File: config.mk
export PLATFORM = sky130hd
export DESIGN_NAME = ntt_butterfly_scheduler_flat
export DESIGN_NICKNAME = d
export VERILOG_FILES = /design/src/rtl/ntt_butterfly_scheduler_if.sv /design/src/rtl/ntt_butterfly_scheduler.sv /design/src/flat_wrapper.sv
export SDC_FILE = /design/constraint.sdc
export NUM_CORES = 1
export LEC_CHECK = 0
export CAP_MARGIN = 20
export CORE_ASPECT_RATIO = 1.75
export CORE_MARGIN = 5
export CORE_UTILIZATION = 59
export CTS_CLUSTER_SIZE = 25
export DETAILED_ROUTE_END_ITERATION = 10
export GPL_ROUTABILITY_DRIVEN = 0
export PLACE_DENSITY = 0.83
export SLEW_MARGIN = 30
export SYNTH_ARGS = -nofsm -noshare
export SYNTH_HDL_FRONTEND = slang
export SYNTH_SLANG_ARGS = --single-unit
File: constraint.sdc
create_clock -name clk -period 4.5 [get_ports clk]
set_clock_uncertainty 0.1 [all_clocks]
set_input_delay 0.9 -clock clk [delete_from_list [all_inputs] [get_ports clk]]
set_output_delay 0.9 -clock clk [all_outputs]
set_load 0.02 [all_outputs]
File: src/rtl/ntt_butterfly_scheduler_if.sv
// Scheduler <-> RAM/ROM/compute-unit control bundle.
// master = scheduler side; slave = the datapath (or a bench) that consumes the strobes.
interface ntt_butterfly_scheduler_if #(parameter int LOGN = 9);
    logic            start;
    logic [1:0]      mode;
    logic            busy;
    logic            done;
    logic            rd_en;
    logic [LOGN-1:0] rd_addr_a;
    logic [LOGN-1:0] rd_addr_b;
    logic [LOGN-1:0] tw_addr;
    logic            cu_forward;
    logic            cu_reg_forward;
    logic            cu_forward_delayed;
    logic            cu_point_mul;
    logic            wr_en;
    logic            wr_en_a;
    logic [LOGN-1:0] wr_addr_a;
    logic [LOGN-1:0] wr_addr_b;

    modport master (
        input  start, mode,
        output busy, done, rd_en, rd_addr_a, rd_addr_b, tw_addr,
               cu_forward, cu_reg_forward, cu_forward_delayed, cu_point_mul,
               wr_en, wr_en_a, wr_addr_a, wr_addr_b
    );

    modport slave (
        output start, mode,
        input  busy, done, rd_en, rd_addr_a, rd_addr_b, tw_addr,
               cu_forward, cu_reg_forward, cu_forward_delayed, cu_point_mul,
               wr_en, wr_en_a, wr_addr_a, wr_addr_b
    );
endinterface

File: src/rtl/ntt_butterfly_scheduler.sv
// Issues one butterfly (or pointwise) read per cycle for CT/GS NTT or pointwise mult and
// lines write-back up with the compute unit; layers are separated by a full drain (no RAW).
module ntt_butterfly_scheduler #(
    parameter int LOGN      = 9,
    parameter int FWD_DELAY = 11,
    parameter int LAT_FWD   = 13,
    parameter int LAT_INV   = 12,
    parameter int LAT_PMUL  = 12
) (
    input  logic clk,
    input  logic reset,
    ntt_butterfly_scheduler_if.master bus
);
    localparam int N       = 1 << LOGN;
    localparam int LAT_MAX = (LAT_FWD > LAT_INV) ? ((LAT_FWD > LAT_PMUL) ? LAT_FWD : LAT_PMUL)
                                                 : ((LAT_INV > LAT_PMUL) ? LAT_INV : LAT_PMUL);
    localparam int LW      = $clog2(LOGN + 1);
    localparam int DW      = $clog2(LAT_MAX + 1);

    localparam logic [1:0] M_FWD  = 2'd0;
    localparam logic [1:0] M_INV  = 2'd1;
    localparam logic [1:0] M_PMUL = 2'd2;
    localparam logic [1:0] M_NOP  = 2'd3;

    typedef enum logic [1:0] {S_IDLE, S_ISSUE, S_DRAIN, S_DONE} state_t;

    state_t          state_q, state_d;
    logic [1:0]      mode_q;
    logic [LOGN-1:0] j_q, j_max;
    logic [LW-1:0]   l_q, sh;
    logic [DW-1:0]   d_q, lat;
    logic            issue, j_last, d_last, pmul, l_last;
    logic [LOGN-1:0] g, k, ca, cb, ctw;
    logic [LAT_MAX:0]      vld_p;
    logic [LOGN-1:0]       a_p [0:LAT_MAX];
    logic [LOGN-1:0]       b_p [0:LAT_MAX];
    logic [FWD_DELAY-1:0]  fwd_sr;

    assign pmul   = (mode_q == M_PMUL);
    assign l_last = (l_q == LW'(LOGN - 1));
    assign j_last = (j_q == j_max);
    assign d_last = (d_q == lat);

    always_comb begin
        case (mode_q)
            M_FWD:   lat = DW'(LAT_FWD);
            M_INV:   lat = DW'(LAT_INV);
            default: lat = DW'(LAT_PMUL);
        endcase
        j_max = pmul ? LOGN'(N - 1) : LOGN'(N / 2 - 1);
    end

    always_comb begin
        state_d = state_q;
        issue   = 1'b0;
        case (state_q)
            S_IDLE:  if (bus.start) state_d = (bus.mode == M_NOP) ? S_DONE : S_ISSUE;
            S_ISSUE: begin
                issue = 1'b1;
                if (j_last) state_d = S_DRAIN;
            end
            S_DRAIN: if (d_last) state_d = (pmul || l_last) ? S_DONE : S_ISSUE;
            default: state_d = S_IDLE;
        endcase
    end

    // sh = log2(half): CT shrinks the span per layer, GS grows it.
    always_comb begin
        sh  = (mode_q == M_INV) ? l_q : LW'(LOGN - 1) - l_q;
        g   = j_q >> sh;
        k   = j_q & ((LOGN'(1) << sh) - LOGN'(1));
        ca  = ((g << sh) << 1) | k;
        cb  = ca | (LOGN'(1) << sh);
        ctw = (LOGN'(1) << (LW'(LOGN - 1) - sh)) + g;
        if (pmul) begin
            ca  = j_q;
            cb  = j_q;
            ctw = '0;
        end
    end

    always_ff @(posedge clk) begin
        if (reset) state_q <= S_IDLE;
        else       state_q <= state_d;
    end

    always_ff @(posedge clk) begin
        if (reset) begin
            mode_q <= '0;
            j_q    <= '0;
            l_q    <= '0;
            d_q    <= '0;
        end else begin
            case (state_q)
                S_IDLE: if (bus.start) begin
                    mode_q <= bus.mode;
                    j_q    <= '0;
                    l_q    <= '0;
                    d_q    <= '0;
                end
                S_ISSUE: begin
                    j_q <= j_last ? '0 : j_q + LOGN'(1);
                    d_q <= '0;
                end
                S_DRAIN: begin
                    d_q <= d_q + DW'(1);
                    if (d_last && !pmul) l_q <= l_last ? '0 : l_q + LW'(1);
                end
                default: ;
            endcase
        end
    end

    // Stage 0 of the pipe is the read strobe itself; stage LAT feeds the write-back register.
    always_ff @(posedge clk) begin
        if (reset) begin
            vld_p <= '0;
            for (int i = 0; i <= LAT_MAX; i++) begin
                a_p[i] <= '0;
                b_p[i] <= '0;
            end
            fwd_sr                 <= '0;
            bus.tw_addr            <= '0;
            bus.cu_forward         <= 1'b0;
            bus.cu_point_mul       <= 1'b0;
            bus.wr_en              <= 1'b0;
            bus.wr_en_a            <= 1'b0;
            bus.wr_addr_a          <= '0;
            bus.wr_addr_b          <= '0;
            bus.busy               <= 1'b0;
            bus.done               <= 1'b0;
        end else begin
            vld_p  <= {vld_p[LAT_MAX-1:0], issue};
            a_p[0] <= issue ? ca : '0;
            b_p[0] <= issue ? cb : '0;
            for (int i = 1; i <= LAT_MAX; i++) begin
                a_p[i] <= a_p[i-1];
                b_p[i] <= b_p[i-1];
            end
            bus.tw_addr      <= issue ? ctw : '0;
            bus.cu_forward   <= vld_p[0] && (mode_q == M_FWD);
            bus.cu_point_mul <= vld_p[0] && pmul;
            fwd_sr           <= {fwd_sr[FWD_DELAY-2:0], bus.cu_forward};
            bus.wr_en        <= vld_p[lat];
            bus.wr_en_a      <= vld_p[lat] && !pmul;
            bus.wr_addr_a    <= a_p[lat];
            bus.wr_addr_b    <= b_p[lat];
            bus.busy         <= (state_q == S_ISSUE) || (state_q == S_DRAIN);
            bus.done         <= (state_q == S_DONE);
        end
    end

    assign bus.rd_en              = vld_p[0];
    assign bus.rd_addr_a          = a_p[0];
    assign bus.rd_addr_b          = b_p[0];
    assign bus.cu_reg_forward     = fwd_sr[0];
    assign bus.cu_forward_delayed = fwd_sr[FWD_DELAY-1];
endmodule

File: src/flat_wrapper.sv
// flat-port wrapper written by rule: the top's interface ports become plain ports
module ntt_butterfly_scheduler_flat 
#(
    parameter int LOGN      = 9,
    parameter int FWD_DELAY = 11,
    parameter int LAT_FWD   = 13,
    parameter int LAT_INV   = 12,
    parameter int LAT_PMUL  = 12
)
  (clk, reset, bus_start, bus_mode, bus_busy, bus_done, bus_rd_en, bus_rd_addr_a, bus_rd_addr_b, bus_tw_addr, bus_cu_forward, bus_cu_reg_forward, bus_cu_forward_delayed, bus_cu_point_mul, bus_wr_en, bus_wr_en_a, bus_wr_addr_a, bus_wr_addr_b);
  ntt_butterfly_scheduler_if #(.LOGN(LOGN)) bus_i ();
  input  logic clk;
  input  logic reset;
  input wire logic [$bits(bus_i.start)-1:0] bus_start;
  input wire logic [$bits(bus_i.mode)-1:0] bus_mode;
  output wire logic [$bits(bus_i.busy)-1:0] bus_busy;
  output wire logic [$bits(bus_i.done)-1:0] bus_done;
  output wire logic [$bits(bus_i.rd_en)-1:0] bus_rd_en;
  output wire logic [$bits(bus_i.rd_addr_a)-1:0] bus_rd_addr_a;
  output wire logic [$bits(bus_i.rd_addr_b)-1:0] bus_rd_addr_b;
  output wire logic [$bits(bus_i.tw_addr)-1:0] bus_tw_addr;
  output wire logic [$bits(bus_i.cu_forward)-1:0] bus_cu_forward;
  output wire logic [$bits(bus_i.cu_reg_forward)-1:0] bus_cu_reg_forward;
  output wire logic [$bits(bus_i.cu_forward_delayed)-1:0] bus_cu_forward_delayed;
  output wire logic [$bits(bus_i.cu_point_mul)-1:0] bus_cu_point_mul;
  output wire logic [$bits(bus_i.wr_en)-1:0] bus_wr_en;
  output wire logic [$bits(bus_i.wr_en_a)-1:0] bus_wr_en_a;
  output wire logic [$bits(bus_i.wr_addr_a)-1:0] bus_wr_addr_a;
  output wire logic [$bits(bus_i.wr_addr_b)-1:0] bus_wr_addr_b;
  assign bus_i.start = bus_start;
  assign bus_i.mode = bus_mode;
  assign bus_busy = bus_i.busy;
  assign bus_done = bus_i.done;
  assign bus_rd_en = bus_i.rd_en;
  assign bus_rd_addr_a = bus_i.rd_addr_a;
  assign bus_rd_addr_b = bus_i.rd_addr_b;
  assign bus_tw_addr = bus_i.tw_addr;
  assign bus_cu_forward = bus_i.cu_forward;
  assign bus_cu_reg_forward = bus_i.cu_reg_forward;
  assign bus_cu_forward_delayed = bus_i.cu_forward_delayed;
  assign bus_cu_point_mul = bus_i.cu_point_mul;
  assign bus_wr_en = bus_i.wr_en;
  assign bus_wr_en_a = bus_i.wr_en_a;
  assign bus_wr_addr_a = bus_i.wr_addr_a;
  assign bus_wr_addr_b = bus_i.wr_addr_b;
  ntt_butterfly_scheduler #(.LOGN(LOGN), .FWD_DELAY(FWD_DELAY), .LAT_FWD(LAT_FWD), .LAT_INV(LAT_INV), .LAT_PMUL(LAT_PMUL)) u_core (.clk(clk), .reset(reset), .bus(bus_i));
endmodule
==> flow_summary.ini <==
[status]
status = completed

[synth]
ys_warn_count = 0
synth_edf_count = 0
ys.flop_type = dfxtp_1
syn_nets = 1147
netlist_instances = 1121
synth-seq-cells = 331
synth.distinct_cells = 73
yosysSeqAreaShare = 0.585
syn_area_um2 = 11300
async_flop_share = 0
avgSynthCellArea_um2 = 10.1

[critical_path]
critPathMaxStageDelay_ns = 0.58
worstPathRequired_ns = 4.83
reg2reg_depth = 15
startpoint_type = flip-flop
crit_slowest_cell = nor4_4
arrival_ns = 4.44
worstPathCellList = inv_1 > ha_1 > buf_4 > o21a_1 > nor4_4 > nand2_1 > o21ai_0 > ha_1 > nor2b_1 > o21ai_0 > a21oi_1 > o21ai_0 > a21oi_1 > xnor2_1 > nor2_1
reg2reg_slack_ns = 0.38
crit_path_end_kind = flip-flop
path_common_cell = o21ai_0
critPathKind = flip-flop to flip-flop
worstPathMaxFanout = 16

[clocking]
cts_buffer_depth = 3
insertion_delay_ns = 0.54
clkSinkCount = 331
post_cts_resize_count = 0
cts.htree.levels = 1
postCtsSetupBuffers = 0
cts_tree = built
holdBufCountCts = 0
numCtsBuffers = 27
clk_pin_slew_ns = 0.07
cts-root-buf = clkbuf_16

[sta]
fin_setup_tns_ns = 0
slew_headroom = 0.432
period_minus_slack_ns = 4.12
hold_violations = 0
fin_crit_sh = 0.915
rsz0062_at_grt = no
setup_viol = 0
hold_ws_ns = 0.329
finalWorstSetupSlack_ns = 0.383
max_freq_ghz = 0.243
tightest_slew_ns = 0.852
maxSlewViolCount = 0

[drt]
routed_wl_um = 20400
drt_iter0_drc = 573
vias = 7506
drt-wirelength-per-cell_um = 14.4
via_per_inst = 5.31
first_pass_iters = 7
ant_nets = 0
drc = 0

[die]
row_count = 67
num_io_pins = 59
core_area_um2 = 19000
die_x_um = 115
initial_core_util = 0.596
dieHeight_um = 193
dieArea_um2 = 22200

[global_route]
grt_pass1_vias = 7041
grt_max_degree = 117
overflow = 0
track_usage = 0.183
antenna_found_initial = 0
grt_pass1_wl_um = 33600

[power_and_ir_drop]
swShare = 0.257
pwr-share-comb = 0.129
p_leak_nw = 4.98
max-vdd-ir-drop_mv = 0.453
p_per_area_nw_per_um2 = 481
power_switching_mw = 1.60
clockPowerShare = 0.390
p_int_mw = 4.64
power_frac_seq = 0.481

[min_path]
min_path_type = flip-flop to flip-flop
whs_path_depth = 1

[place]
pre_cts_ws_ns = 0.460
hpwl_um = 13300
post-place-cells = 1363
io_buffers = 58

[cells_and_area]
fill_cells = 1429
fin_cells = 1413
layout.nets = 1177
insertedDiodeCount = 0
mostFrequentLayoutCell = dfxtp_1
multi_input_area_um2 = 4350
drive_above_1_share = 0.0700
final_cell_mix = dfxtp_1 (331), nor2b_1 (267), nand2_1 (84)
seqCellArea_um2 = 6630
area_growth_pct = 14.4

[run]
maxCapViolCount = 0
critical path, delay by kind of cell, from the launching register on:
family                   cells  cell delay (ns)
buffers and inverters        2             0.38
AO/OA/AOI/OAI                6             1.17
AND/OR/NAND/NOR              4             0.92
XOR/XNOR                     1             0.18
adder cells (fa/ha/maj)      2             0.69
flip-flops                   1             0.55
synthesized netlist by cell type (7+ instances only):
library cell  instances  area share
a21oi_1              51       0.023
a31oi_1               9      0.0050
and3_1                9      0.0050
buf_2                 7      0.0031
clkbuf_1             52       0.017
dfxtp_1             331        0.58
ha_1                 20       0.022
inv_1                14      0.0046
mux2i_1               7      0.0062
nand2_1              84       0.028
nand2b_1              9      0.0050
nand3_1              20      0.0088
nor2_1               67       0.022
nor2b_1             267        0.15
nor3_1               22      0.0097
o21ai_0              20      0.0088
o21ai_1               7      0.0031
xnor2_1              11      0.0085
xor2_1                8      0.0062
sequential cells by signal, indices dropped and copies added (netlist names), 2 cells and up:
name	flops
u_core.a_p	126
u_core.b_p	126
u_core.bus.tw_addr	9
u_core.bus.wr_addr_a	9
u_core.bus.wr_addr_b	9
u_core.d_q	4
u_core.fwd_sr	11
u_core.j_q	9
u_core.l_q	4
u_core.mode_q	2
u_core.state_q	2
u_core.vld_p	14
power by group through the flow:
stage	clock network (mW)	logic, mW	registers [mW]
after detailed placement	0	0.787	3.07
after floorplan	0	0.558	3.08
after global placement	0	0.771	3.07
after CTS	2.49	0.792	3.00
final	2.43	0.805	3.00
after global routing	2.62	0.875	3.01
through the flow:
| step | area [um2] | utilization | total power [mW] |
|---|---|---|---|
| 6_report | 13000 | 0.682 | 6.24 |
| 3_3_place_gp | 12000 | 0.631 | 3.84 |
| 5_1_grt | 13000 | 0.682 | 6.50 |
| 4_1_cts | 13000 | 0.681 | 6.29 |
| 3_5_place_dp | 12000 | 0.631 | 3.86 |
| 2_1_floorplan | 11300 | - | 3.64 |
area by class of cell:
class / instances / share of cell area
clock inverters: 12 / 0.0126
clock buffers: 38 / 0.0607
flip-flops and latches: 331 / 0.511
inverters: 15 / 0.00434
multi-input cells: 705 / 0.335
repair buffers: 71 / 0.0532
well taps: 241 / 0.0232
worst paths after layout:
path / from / to
min reg2reg: u_core.a_p[1][5] / u_core.a_p[2][5]
max: u_core.l_q[1] / u_core.bus.tw_addr[8]
max reg2reg: u_core.l_q[1] / u_core.bus.tw_addr[8]
min: u_core.a_p[1][5] / u_core.a_p[2][5]
cell families after synthesis:
family                   share of synthesized area
multiplexers                                0.0131
AO/OA/AOI/OAI                               0.0839
buffers and inverters                       0.0319
adder cells (fa/ha/maj)                     0.0238
flip-flops                                   0.585
XOR/XNOR                                    0.0147
AND/OR/NAND/NOR                              0.248
per-layer routing:
metal / global-route usage / share of wire / wire length (um) / vias to the layer above
met5: 0 / 0 / 0 / -
met4: 0.108 / 0.067 / 1360 / 0
met3: 0.0334 / 0.061 / 1250 / 112
li1: - / - / - / 3712
met2: 0.315 / 0.49 / 9990 / 290
met1: 0.208 / 0.38 / 7780 / 3392
(Power assumes the default switching activity.)
